==> src/rtl/nts_ip_decoder.sv <==
// Receive-side Ethernet/IPv4/UDP header decoder: snoops the 64-bit frame stream, validates the
// IPv4 header once the frame ends and serves decoded values through a registered opcode port.
module nts_ip_decoder #(
    parameter int unsigned ADDR_WIDTH = 10
) (
    input  logic        i_clk,
    input  logic        i_areset,
    input  logic        i_clear,
    input  logic        i_process,
    input  logic [7:0]  i_last_word_data_valid,
    input  logic [63:0] i_data,
    input  logic [3:0]  i_read_opcode,
    output logic        o_detect_ipv4,
    output logic        o_detect_ipv4_bad,
    output logic [31:0] o_read_data
);

    localparam logic [3:0]  OpGetNtpOffset = 4'h0;
    localparam int unsigned NtpByteOffset  = 42;
    localparam int unsigned CntW           = ADDR_WIDTH + 4;
    localparam logic [31:0] NtpOffsetEnc   = 32'((NtpByteOffset / 8) * 16 + NtpByteOffset % 8);
    localparam logic [ADDR_WIDTH-1:0] WordMax = '1;

    logic                  idle_q, idle_d;
    logic                  active_q, active_d;
    logic [ADDR_WIDTH-1:0] idx_q, idx_d;
    logic                  ovf_q, ovf_d;
    logic [7:0]            mask_q, mask_d;
    logic [15:0]           ethertype_q, ethertype_d;
    logic [7:0]            verihl_q, verihl_d;
    logic [15:0]           totlen_q, totlen_d;
    logic [7:0]            proto_q, proto_d;
    logic [19:0]           csum_q, csum_d;
    logic                  ipv4_q, ipv4_d;
    logic                  bad_q, bad_d;
    logic [31:0]           rdata_q, rdata_d;

    logic                  frame_start;
    logic [3:0]            pop_cnt;
    logic [CntW-1:0]       byte_cnt;
    logic [16:0]           csum_s1;
    logic [15:0]           csum_fold;
    logic [16:0]           len_need;
    logic [19:0]           word_hsum;

    assign word_hsum = 20'(i_data[63:48]) + 20'(i_data[47:32]) +
                       20'(i_data[31:16]) + 20'(i_data[15:0]);

    always_comb begin
        idle_d      = ~i_process;
        active_d    = active_q;
        idx_d       = idx_q;
        ovf_d       = ovf_q;
        mask_d      = mask_q;
        ethertype_d = ethertype_q;
        verihl_d    = verihl_q;
        totlen_d    = totlen_q;
        proto_d     = proto_q;
        csum_d      = csum_q;
        ipv4_d      = ipv4_q;
        bad_d       = bad_q;

        pop_cnt = '0;
        for (int k = 0; k < 8; k++) begin
            pop_cnt = pop_cnt + 4'(mask_q[k]);
        end
        byte_cnt  = CntW'({idx_q, 3'b000}) + CntW'(pop_cnt);
        // End-around carry fold of the raw halfword sum
        csum_s1   = 17'(csum_q[15:0]) + 17'(csum_q[19:16]);
        csum_fold = csum_s1[15:0] + 16'(csum_s1[16]);
        len_need  = 17'(totlen_q) + 17'd14;

        // idle_q gates starts so a frame cut by reset/clear is ignored until i_process drops
        frame_start = i_process & idle_q;

        if (frame_start) begin
            active_d    = 1'b1;
            idx_d       = '0;
            ovf_d       = 1'b0;
            mask_d      = i_last_word_data_valid;
            ethertype_d = '0;
            verihl_d    = '0;
            totlen_d    = '0;
            proto_d     = '0;
            csum_d      = '0;
            ipv4_d      = 1'b0;
            bad_d       = 1'b0;
        end else if (active_q && i_process) begin
            idx_d  = (idx_q == WordMax) ? WordMax : idx_q + ADDR_WIDTH'(1);
            mask_d = i_last_word_data_valid;
            if (idx_d == WordMax) begin
                ovf_d = 1'b1;
            end
            if (idx_d == ADDR_WIDTH'(1)) begin
                ethertype_d = i_data[31:16];
                verihl_d    = i_data[15:8];
                csum_d      = csum_q + 20'(i_data[15:0]);
            end else if (idx_d == ADDR_WIDTH'(2)) begin
                totlen_d = i_data[63:48];
                proto_d  = i_data[7:0];
                csum_d   = csum_q + word_hsum;
            end else if (idx_d == ADDR_WIDTH'(3)) begin
                csum_d = csum_q + word_hsum;
            end else if (idx_d == ADDR_WIDTH'(4)) begin
                csum_d = csum_q + 20'(i_data[63:48]);
            end
        end else if (active_q) begin
            active_d = 1'b0;
            ipv4_d   = (ethertype_q == 16'h0800) && (verihl_q[7:4] == 4'd4) && (idx_q != '0);
            bad_d    = ipv4_d && ((verihl_q[3:0] != 4'd5) ||
                                  (proto_q != 8'd17) ||
                                  (csum_fold != 16'hFFFF) ||
                                  (32'(len_need) > 32'(byte_cnt)) ||
                                  (byte_cnt < CntW'(NtpByteOffset)) ||
                                  ovf_q);
        end

        // Read path sees the flags as held before this edge
        if ((i_read_opcode == OpGetNtpOffset) && ipv4_q && !bad_q) begin
            rdata_d = NtpOffsetEnc;
        end else begin
            rdata_d = '0;
        end
    end

    always_ff @(posedge i_clk or negedge i_areset) begin
        if (!i_areset) begin
            idle_q      <= 1'b0;
            active_q    <= 1'b0;
            idx_q       <= '0;
            ovf_q       <= 1'b0;
            mask_q      <= '0;
            ethertype_q <= '0;
            verihl_q    <= '0;
            totlen_q    <= '0;
            proto_q     <= '0;
            csum_q      <= '0;
            ipv4_q      <= 1'b0;
            bad_q       <= 1'b0;
            rdata_q     <= '0;
        end else if (i_clear) begin
            idle_q      <= ~i_process;
            active_q    <= 1'b0;
            idx_q       <= '0;
            ovf_q       <= 1'b0;
            mask_q      <= '0;
            ethertype_q <= '0;
            verihl_q    <= '0;
            totlen_q    <= '0;
            proto_q     <= '0;
            csum_q      <= '0;
            ipv4_q      <= 1'b0;
            bad_q       <= 1'b0;
            rdata_q     <= '0;
        end else begin
            idle_q      <= idle_d;
            active_q    <= active_d;
            idx_q       <= idx_d;
            ovf_q       <= ovf_d;
            mask_q      <= mask_d;
            ethertype_q <= ethertype_d;
            verihl_q    <= verihl_d;
            totlen_q    <= totlen_d;
            proto_q     <= proto_d;
            csum_q      <= csum_d;
            ipv4_q      <= ipv4_d;
            bad_q       <= bad_d;
            rdata_q     <= rdata_d;
        end
    end

    assign o_detect_ipv4     = ipv4_q;
    assign o_detect_ipv4_bad = bad_q;
    assign o_read_data       = rdata_q;

endmodule

==> config.mk <==
export PLATFORM = sky130hd
export DESIGN_NAME = nts_ip_decoder
export DESIGN_NICKNAME = d
export VERILOG_FILES = /design/src/rtl/nts_ip_decoder.sv
export SDC_FILE = /design/constraint.sdc
export NUM_CORES = 1
export LEC_CHECK = 0
export CORE_ASPECT_RATIO = 0.9
export CORE_MARGIN = 10
export CORE_UTILIZATION = 45
export DETAILED_ROUTE_END_ITERATION = 10
export GPL_TIMING_DRIVEN = 0
export PLACE_DENSITY = 0.66
export SLEW_MARGIN = 5
export SYNTH_ARGS = -nofsm -noshare
export SYNTH_HDL_FRONTEND = slang
export SYNTH_SLANG_ARGS = --single-unit
==> constraint.sdc <==
create_clock -name i_clk -period 10 [get_ports i_clk]
set_input_delay 2 -clock i_clk [delete_from_list [all_inputs] [get_ports i_clk]]
set_output_delay 2 -clock i_clk [all_outputs]
set_load 0.1 [all_outputs]
==> impl_metrics.py, run 1 <==
metrics = {
    "sta": {
        "worst_pin_slew_ps": 1160,
        "slew_headroom_pct": 22.0,
        "finalCritPeriodShare_pct": 71.9,
        "hold-worst-slack_ps": 506,
        "slew_viol_final": 0,
        "final.min_clock_period_ps": 7190,
        "finalSetupTns_ps": 0,
        "finalSetupViolations": 0,
        "rsz0062_at_grt": "false",
        "hold_violations": 0,
        "fmax_mhz": 139,
        "skew_ps": 7.17,
    },
    "clock_network": {
        "worstSkewPairLatency_ps": 360,
        "cts_setup_buffers": 0,
        "cts_tree": "done",
        "cts_hold_buf": 0,
        "clkTransAtPathRegs_ps": 70,
        "cts.sinks": 92,
        "cts_root_buffer": "clkbuf_16",
        "cts_buffers": 9,
        "h-tree-depth": 3,
        "cts.repair.resized": 0,
        "clockBufferDepth": 2,
    },
    "run_status": {
        "status": "complete, no violations",
    },
    "pwr": {
        "powerDensity_nw_per_um2": 114,
        "p_total_mw": 1.32,
        "ir_drop_uv": 94.8,
        "p_leak_nw": 5.03,
    },
    "synth": {
        "yosysSeqAreaShare_pct": 23.1,
        "syn-cell-area_um2": 9970,
        "synth_edf_count": 0,
        "async_flop_share_pct": 100,
        "syn_area_per_cell_um2": 8.90,
        "synthFlopType": "dfrtp_1",
        "ys_warn_count": 0,
        "synth-seq-cells": 92,
        "netlist_instances": 1120,
        "synth.distinct_cells": 94,
    },
    "die": {
        "die_x_um": 177,
        "die_area_um2": 28500,
        "die_y_um": 161,
        "core-area_um2": 21700,
        "num_rows": 51,
        "pin_count": 114,
        "start_util_pct": 46.0,
    },
    "global_routing": {
        "first_global_vias": 8986,
        "grt_overflow": 0,
        "grt_pass1_wl_um": 49800,
        "grt_max_degree": 50,
        "antenna_found_initial": 1,
        "grt.total_usage_pct": 22.0,
    },
    "critical_path": {
        "worstPathMaxFanout": 4,
        "startpoint_type": "input pin",
        "worstSetupPathType": "input pin to register",
        "crit_required_ps": 10290,
        "cp-end-kind": "register",
        "arrival_ps": 7480,
    },
    "cells_and_area": {
        "area_growth_pct": 16.3,
        "diodes": 0,
        "drive_above_1_share_pct": 9.37,
        "nets": 1459,
    },
    "drt": {
        "drt.antenna.violating_nets": 0,
        "num_vias": 9017,
        "drtIter0Drc": 759,
        "drt_pass1_iterations": 5,
        "drc": 0,
        "routedWlPerCell_um": 20.1,
        "vias_per_cell": 5.86,
        "wl_um": 31000,
    },
    "min_path": {
        "min_path_type": "register to register",
    },
    "placed_design": {
        "hpwl_um": 25400,
        "portBuffers": 84,
        "globalplace.congestion": 0.950,
    },
    "job": {
        "cap_violations": 0,
    },
}
## through the flow
stage / instances / worst slack (ps) / instance area [um^2] / utilization [%]
2_1_floorplan: 1148 / 3920 / 10100 / -
3_3_place_gp: 1523 / 2510 / 11300 / 52.0
3_5_place_dp: 1524 / 2490 / 11300 / 52.1
4_1_cts: 1540 / 2840 / 11600 / 53.5
5_1_grt: 1540 / 2460 / 11600 / 53.5
6_report: 1540 / 2810 / 11600 / 53.5
## flip-flops by register name, summed over array words and instances (netlist names)
name	count
totlen_q	16
o_detect_ipv4	1
ethertype_q	16
o_read_data	1
active_q	1
o_detect_ipv4_bad	1
csum_q	20
idle_q	1
verihl_q	8
proto_q	8
mask_q	8
idx_q	10
ovf_q	1
## logic make-up (layout without fill, tap and decap cells)
group	after synthesis	after routing	share of synthesized area [%]
fa+ha+maj	135	135	21.0
mux	12	12	1.23
other cells	1	29	0.0376
xor+xnor	70	70	6.22
simple gates	379	379	20.0
compound gates	317	317	22.0
flops	92	92	23.1
buf+inv	114	215	6.42
## layer usage
layer	routed length, um	share of wire, %	track usage (%)	vias up
met1	13300	43	29.0	4320
met2	14700	47	36.3	326
li1	-	-	-	4334
met5	0	0	0	-
met4	616	2.0	5.08	0
met3	2420	7.8	4.57	37
## synth_stat cells, types with 10 or more instances
| master | count | area, um^2 |
|---|---|---|
| a211oi_1 | 24 | 180 |
| a21o_1 | 22 | 165 |
| a21oi_1 | 86 | 430 |
| a22o_1 | 33 | 289 |
| a31oi_1 | 14 | 87.6 |
| and3_1 | 18 | 113 |
| buf_2 | 17 | 85.1 |
| buf_4 | 41 | 308 |
| clkbuf_1 | 14 | 52.6 |
| dfrtp_1 | 92 | 2300 |
| fa_1 | 54 | 1080 |
| ha_1 | 81 | 1010 |
| inv_1 | 36 | 135 |
| mux2i_1 | 10 | 100 |
| nand2_1 | 120 | 450 |
| nand3_1 | 38 | 190 |
| nand4_1 | 21 | 131 |
| nor2_1 | 66 | 248 |
| nor3_1 | 21 | 105 |
| nor4_1 | 15 | 93.8 |
| o211ai_1 | 13 | 97.6 |
| o21ai_0 | 42 | 210 |
| xnor2_1 | 50 | 438 |
| xor2_1 | 19 | 166 |
## power breakdown
group / leakage [nW] / internal (mW) / switching, mW / total (mW)
combinational: 3.61 / 0.237 / 0.343 / 0.580
sequential: 1.28 / 0.377 / 0.00748 / 0.385
clock: 0.140 / 0.181 / 0.173 / 0.354
total: 5.03 / 0.795 / 0.523 / 1.32
## cell type report
cell class                      count  area [um^2]
Inverter                           37          139
Clock inverter                      6         55.1
Timing Repair Buffer               85          866
Buffer                             77          502
Tap cell                          291          364
Sequential cell                    92         2300
Multi-Input combinational cell    942         7130
Clock buffer                       10          239
Fill cell                        2077        10100
## critical path, cell delays in order
cell             delay (ps)
clkdlybuf4s50_1         530
fa_1                    540
fa_1                    520
inv_1                    50
fa_1                    500
inv_1                    50
ha_1                    240
fa_1                    440
a211oi_1                400
o211ai_1                220
a41oi_1                 490
o21ai_1                 160
and2_1                  190
a2111oi_0               640
o221a_1                 330
mux2i_1                 180
## worst paths after layout
| path | startpoint | end | slack (ps) | cells after the start |
|---|---|---|---|---|
| min in group asynchronous | i_areset | ethertype_q[15] | 1680 | 1 |
| setup / recovery | i_data[1] | csum_q[19] | 2810 | 16 |
| setup reg to reg | mask_q[0] | o_detect_ipv4_bad | 4620 | 20 |
| hold / removal | verihl_q[6] | verihl_q[6] | 510 | 1 |
| hold reg to reg | verihl_q[6] | verihl_q[6] | 510 | 1 |
| max in group asynchronous | i_areset | totlen_q[7] | 7660 | 2 |
## placed cells by master (no fill, tap or decap), drive strengths merged, types with 27 or more instances in the layout
master	instances
a211oi	27
a21oi	88
a22o	33
buf	65
clkdlybuf4s50	83
conb	29
dfrtp	92
fa	54
ha	81
inv	41
nand2	123
nand3	41
nor2	67
o21ai	48
xnor2	50
Power figures use the tool's default switching activity.
==> inputs of run 2 (changes only) <==
- clock period: 10 -> 7.1 ns (I/O delays scaled with it)
==> results of run 2 <==
Same layout as run 1 (identical final DEF). Status: complete, no violations.
Main changes from that run: setup slack after placement 2490 ps -> 173 ps; setup slack after layout 2810 ps -> 486 ps; register-to-register setup slack 4620 ps -> 1720 ps; total power 1.32 mW -> 1.86 mW; worst IR drop on VDD 94.8 uV -> 134 uV
==> inputs of run 3 (changes only) <==
--- a/config.mk
+++ b/config.mk
@@ -10,3 +10,5 @@
 export CORE_UTILIZATION = 45
+export CTS_CLUSTER_SIZE = 16
 export DETAILED_ROUTE_END_ITERATION = 10
+export GPL_ROUTABILITY_DRIVEN = 0
 export GPL_TIMING_DRIVEN = 0
--- a/constraint.sdc
+++ b/constraint.sdc
@@ -3,2 +3,2 @@
 set_output_delay 1.42 -clock i_clk [all_outputs]
-set_load 0.1 [all_outputs]
+set_load 0.02 [all_outputs]
==> impl_metrics.py, run 3 (synthesis gave the netlist of run 1 again) <==
metrics = {
    "critical_path": {
        "worstPathMaxFanout": 4,
        "cp-end-kind": "register",
        "r2r_setup_slack_ps": 1820,
        "arrival_ps": 7040,
        "r2r_end": "o_detect_ipv4_bad",
        "crit_required_ps": 7380,
        "rr_worst_depth": 20,
        "startpoint_type": "input pin",
        "worstSetupPathType": "input pin to register",
        "reg2reg_from": "mask_q[0]",
    },
    "clock_network": {
        "cts_root_buffer": "clkbuf_16",
        "worstSkewPairLatency_ps": 360,
        "cts_setup_buffers": 0,
        "cts_buffers": 9,
        "cts.repair.resized": 0,
        "cts.sinks": 92,
        "cts_tree": "done",
        "clockBufferDepth": 2,
        "clkTransAtPathRegs_ps": 70,
        "h-tree-depth": 3,
        "cts_hold_buf": 0,
    },
    "global_routing": {
        "grt_overflow": 0,
        "grt_max_degree": 53,
        "grt_pass1_wl_um": 48000,
        "antenna_found_initial": 1,
        "first_global_vias": 8785,
        "grt.total_usage_pct": 21.0,
    },
    "cells_and_area": {
        "diodes": 0,
        "final_cell_mix": "nand2_1, dfrtp_1, a21oi_1, clkdlybuf4s50_1, ha_1",
        "drive_above_1_share_pct": 9.37,
        "area_growth_pct": 16.7,
        "n_fill_cell": 2093,
        "regMostFlops": "csum_q",
        "mostFrequentLayoutCell": "nand2_1",
        "largest_reg_flops": 20,
        "regArea_um2": 2300,
        "top_regs": "csum_q (20), ethertype_q (16), totlen_q (16)",
        "nets": 1459,
        "multi_input_area_um2": 7130,
        "final_area_um2": 11600,
    },
    "job": {
        "cap_violations": 0,
    },
    "sta": {
        "rsz0062_at_grt": "false",
        "fmax_mhz": 148,
        "skew_ps": 13.0,
        "worst_pin_slew_ps": 1150,
        "finalSetupTns_ps": 0,
        "final.min_clock_period_ps": 6760,
        "slew_headroom_pct": 22.6,
        "hold_violations": 0,
        "finalSetupViolations": 0,
        "slew_viol_final": 0,
        "finalCritPeriodShare_pct": 95.2,
    },
    "run_status": {
        "status": "complete, no violations",
    },
    "die": {
        "num_rows": 51,
        "start_util_pct": 46.0,
        "pin_count": 114,
        "die_area_um2": 28500,
        "core-area_um2": 21700,
        "die_y_um": 161,
        "die_x_um": 177,
    },
    "pwr": {
        "p_total_mw": 1.86,
        "ir_drop_uv": 95.0,
        "powerDensity_nw_per_um2": 160,
        "p_leak_nw": 5.05,
    },
    "placed_design": {
        "dpl_cell_area_um2": 11300,
        "portBuffers": 84,
        "hpwl_um": 24400,
    },
    "drt": {
        "routedWlPerCell_um": 19.4,
        "drc": 0,
        "vias_per_cell": 5.77,
        "num_vias": 8883,
        "drtIter0Drc": 751,
        "drt.antenna.violating_nets": 0,
        "drt_pass1_iterations": 5,
        "wl_um": 29800,
    },
    "min_path": {
        "hold_path.startpoint": "ethertype_q[10]",
        "min_path_type": "register to register",
        "hold_path_end": "ethertype_q[10]",
        "whs_path_depth": 1,
    },
}
run 3: changes by cell type in the layout (fill, tap and decap cells not counted):
cell / change
bufinv_16: +2
clkbuf_8: -1
clkinv_4: +1
clkinvlp_4: -1
inv_6: -1
run 3: how the worst max path moves through the flow:
stage               from          to  slack (ps)  depth (start not counted)
2_1_floorplan  i_data[1]  csum_q[19]        1600                         15
3_3_place_gp   i_data[1]  csum_q[19]         130                         16
3_5_place_dp   i_data[1]  csum_q[19]         130                         16
4_1_cts        i_data[1]  csum_q[19]         480                         16
5_1_grt        i_data[1]  csum_q[19]         110                         16
6_report       i_data[1]  csum_q[19]         340                         16
run 3: cell type report:
cell class	count	share of cell area, %
Buffer	77	4.31
Clock buffer	9	1.94
Clock inverter	7	0.925
Inverter	37	1.19
Multi-Input combinational cell	942	61.3
Sequential cell	92	19.8
Tap cell	291	3.13
Timing Repair Buffer	85	7.44
run 3: critical path, stage by stage:
cell	delay (ps)
clkdlybuf4s50_1	540
fa_1	540
fa_1	520
inv_1	50
fa_1	490
inv_1	40
ha_1	240
fa_1	440
a211oi_1	420
o211ai_1	230
a41oi_1	500
o21ai_1	160
and2_1	180
a2111oi_0	720
o221a_1	330
mux2i_1	190
run 3: layer usage:
layer	wire [um]	vias up	track usage, %
li1	-	4333	-
met1	13300	4229	28.6
met2	14000	280	34.1
met3	1860	41	2.94
met4	690	0	5.88
met5	0	-	0
run 3: metrics by stage:
step	util, %	hold WS, ps	cells	worst slack, ps
floorplan	-	464	1148	1600
global placement	52.0	484	1523	127
detailed placement	52.1	485	1524	130
CTS	53.6	506	1540	480
global route	53.6	517	1540	108
finish	53.6	504	1540	344
run 3: power by group:
| part | switching, mW | internal [mW] |
|---|---|---|
| logic | 0.427 | 0.333 |
| registers | 0.0106 | 0.531 |
| clock network | 0.239 | 0.316 |
| total | 0.677 | 1.18 |
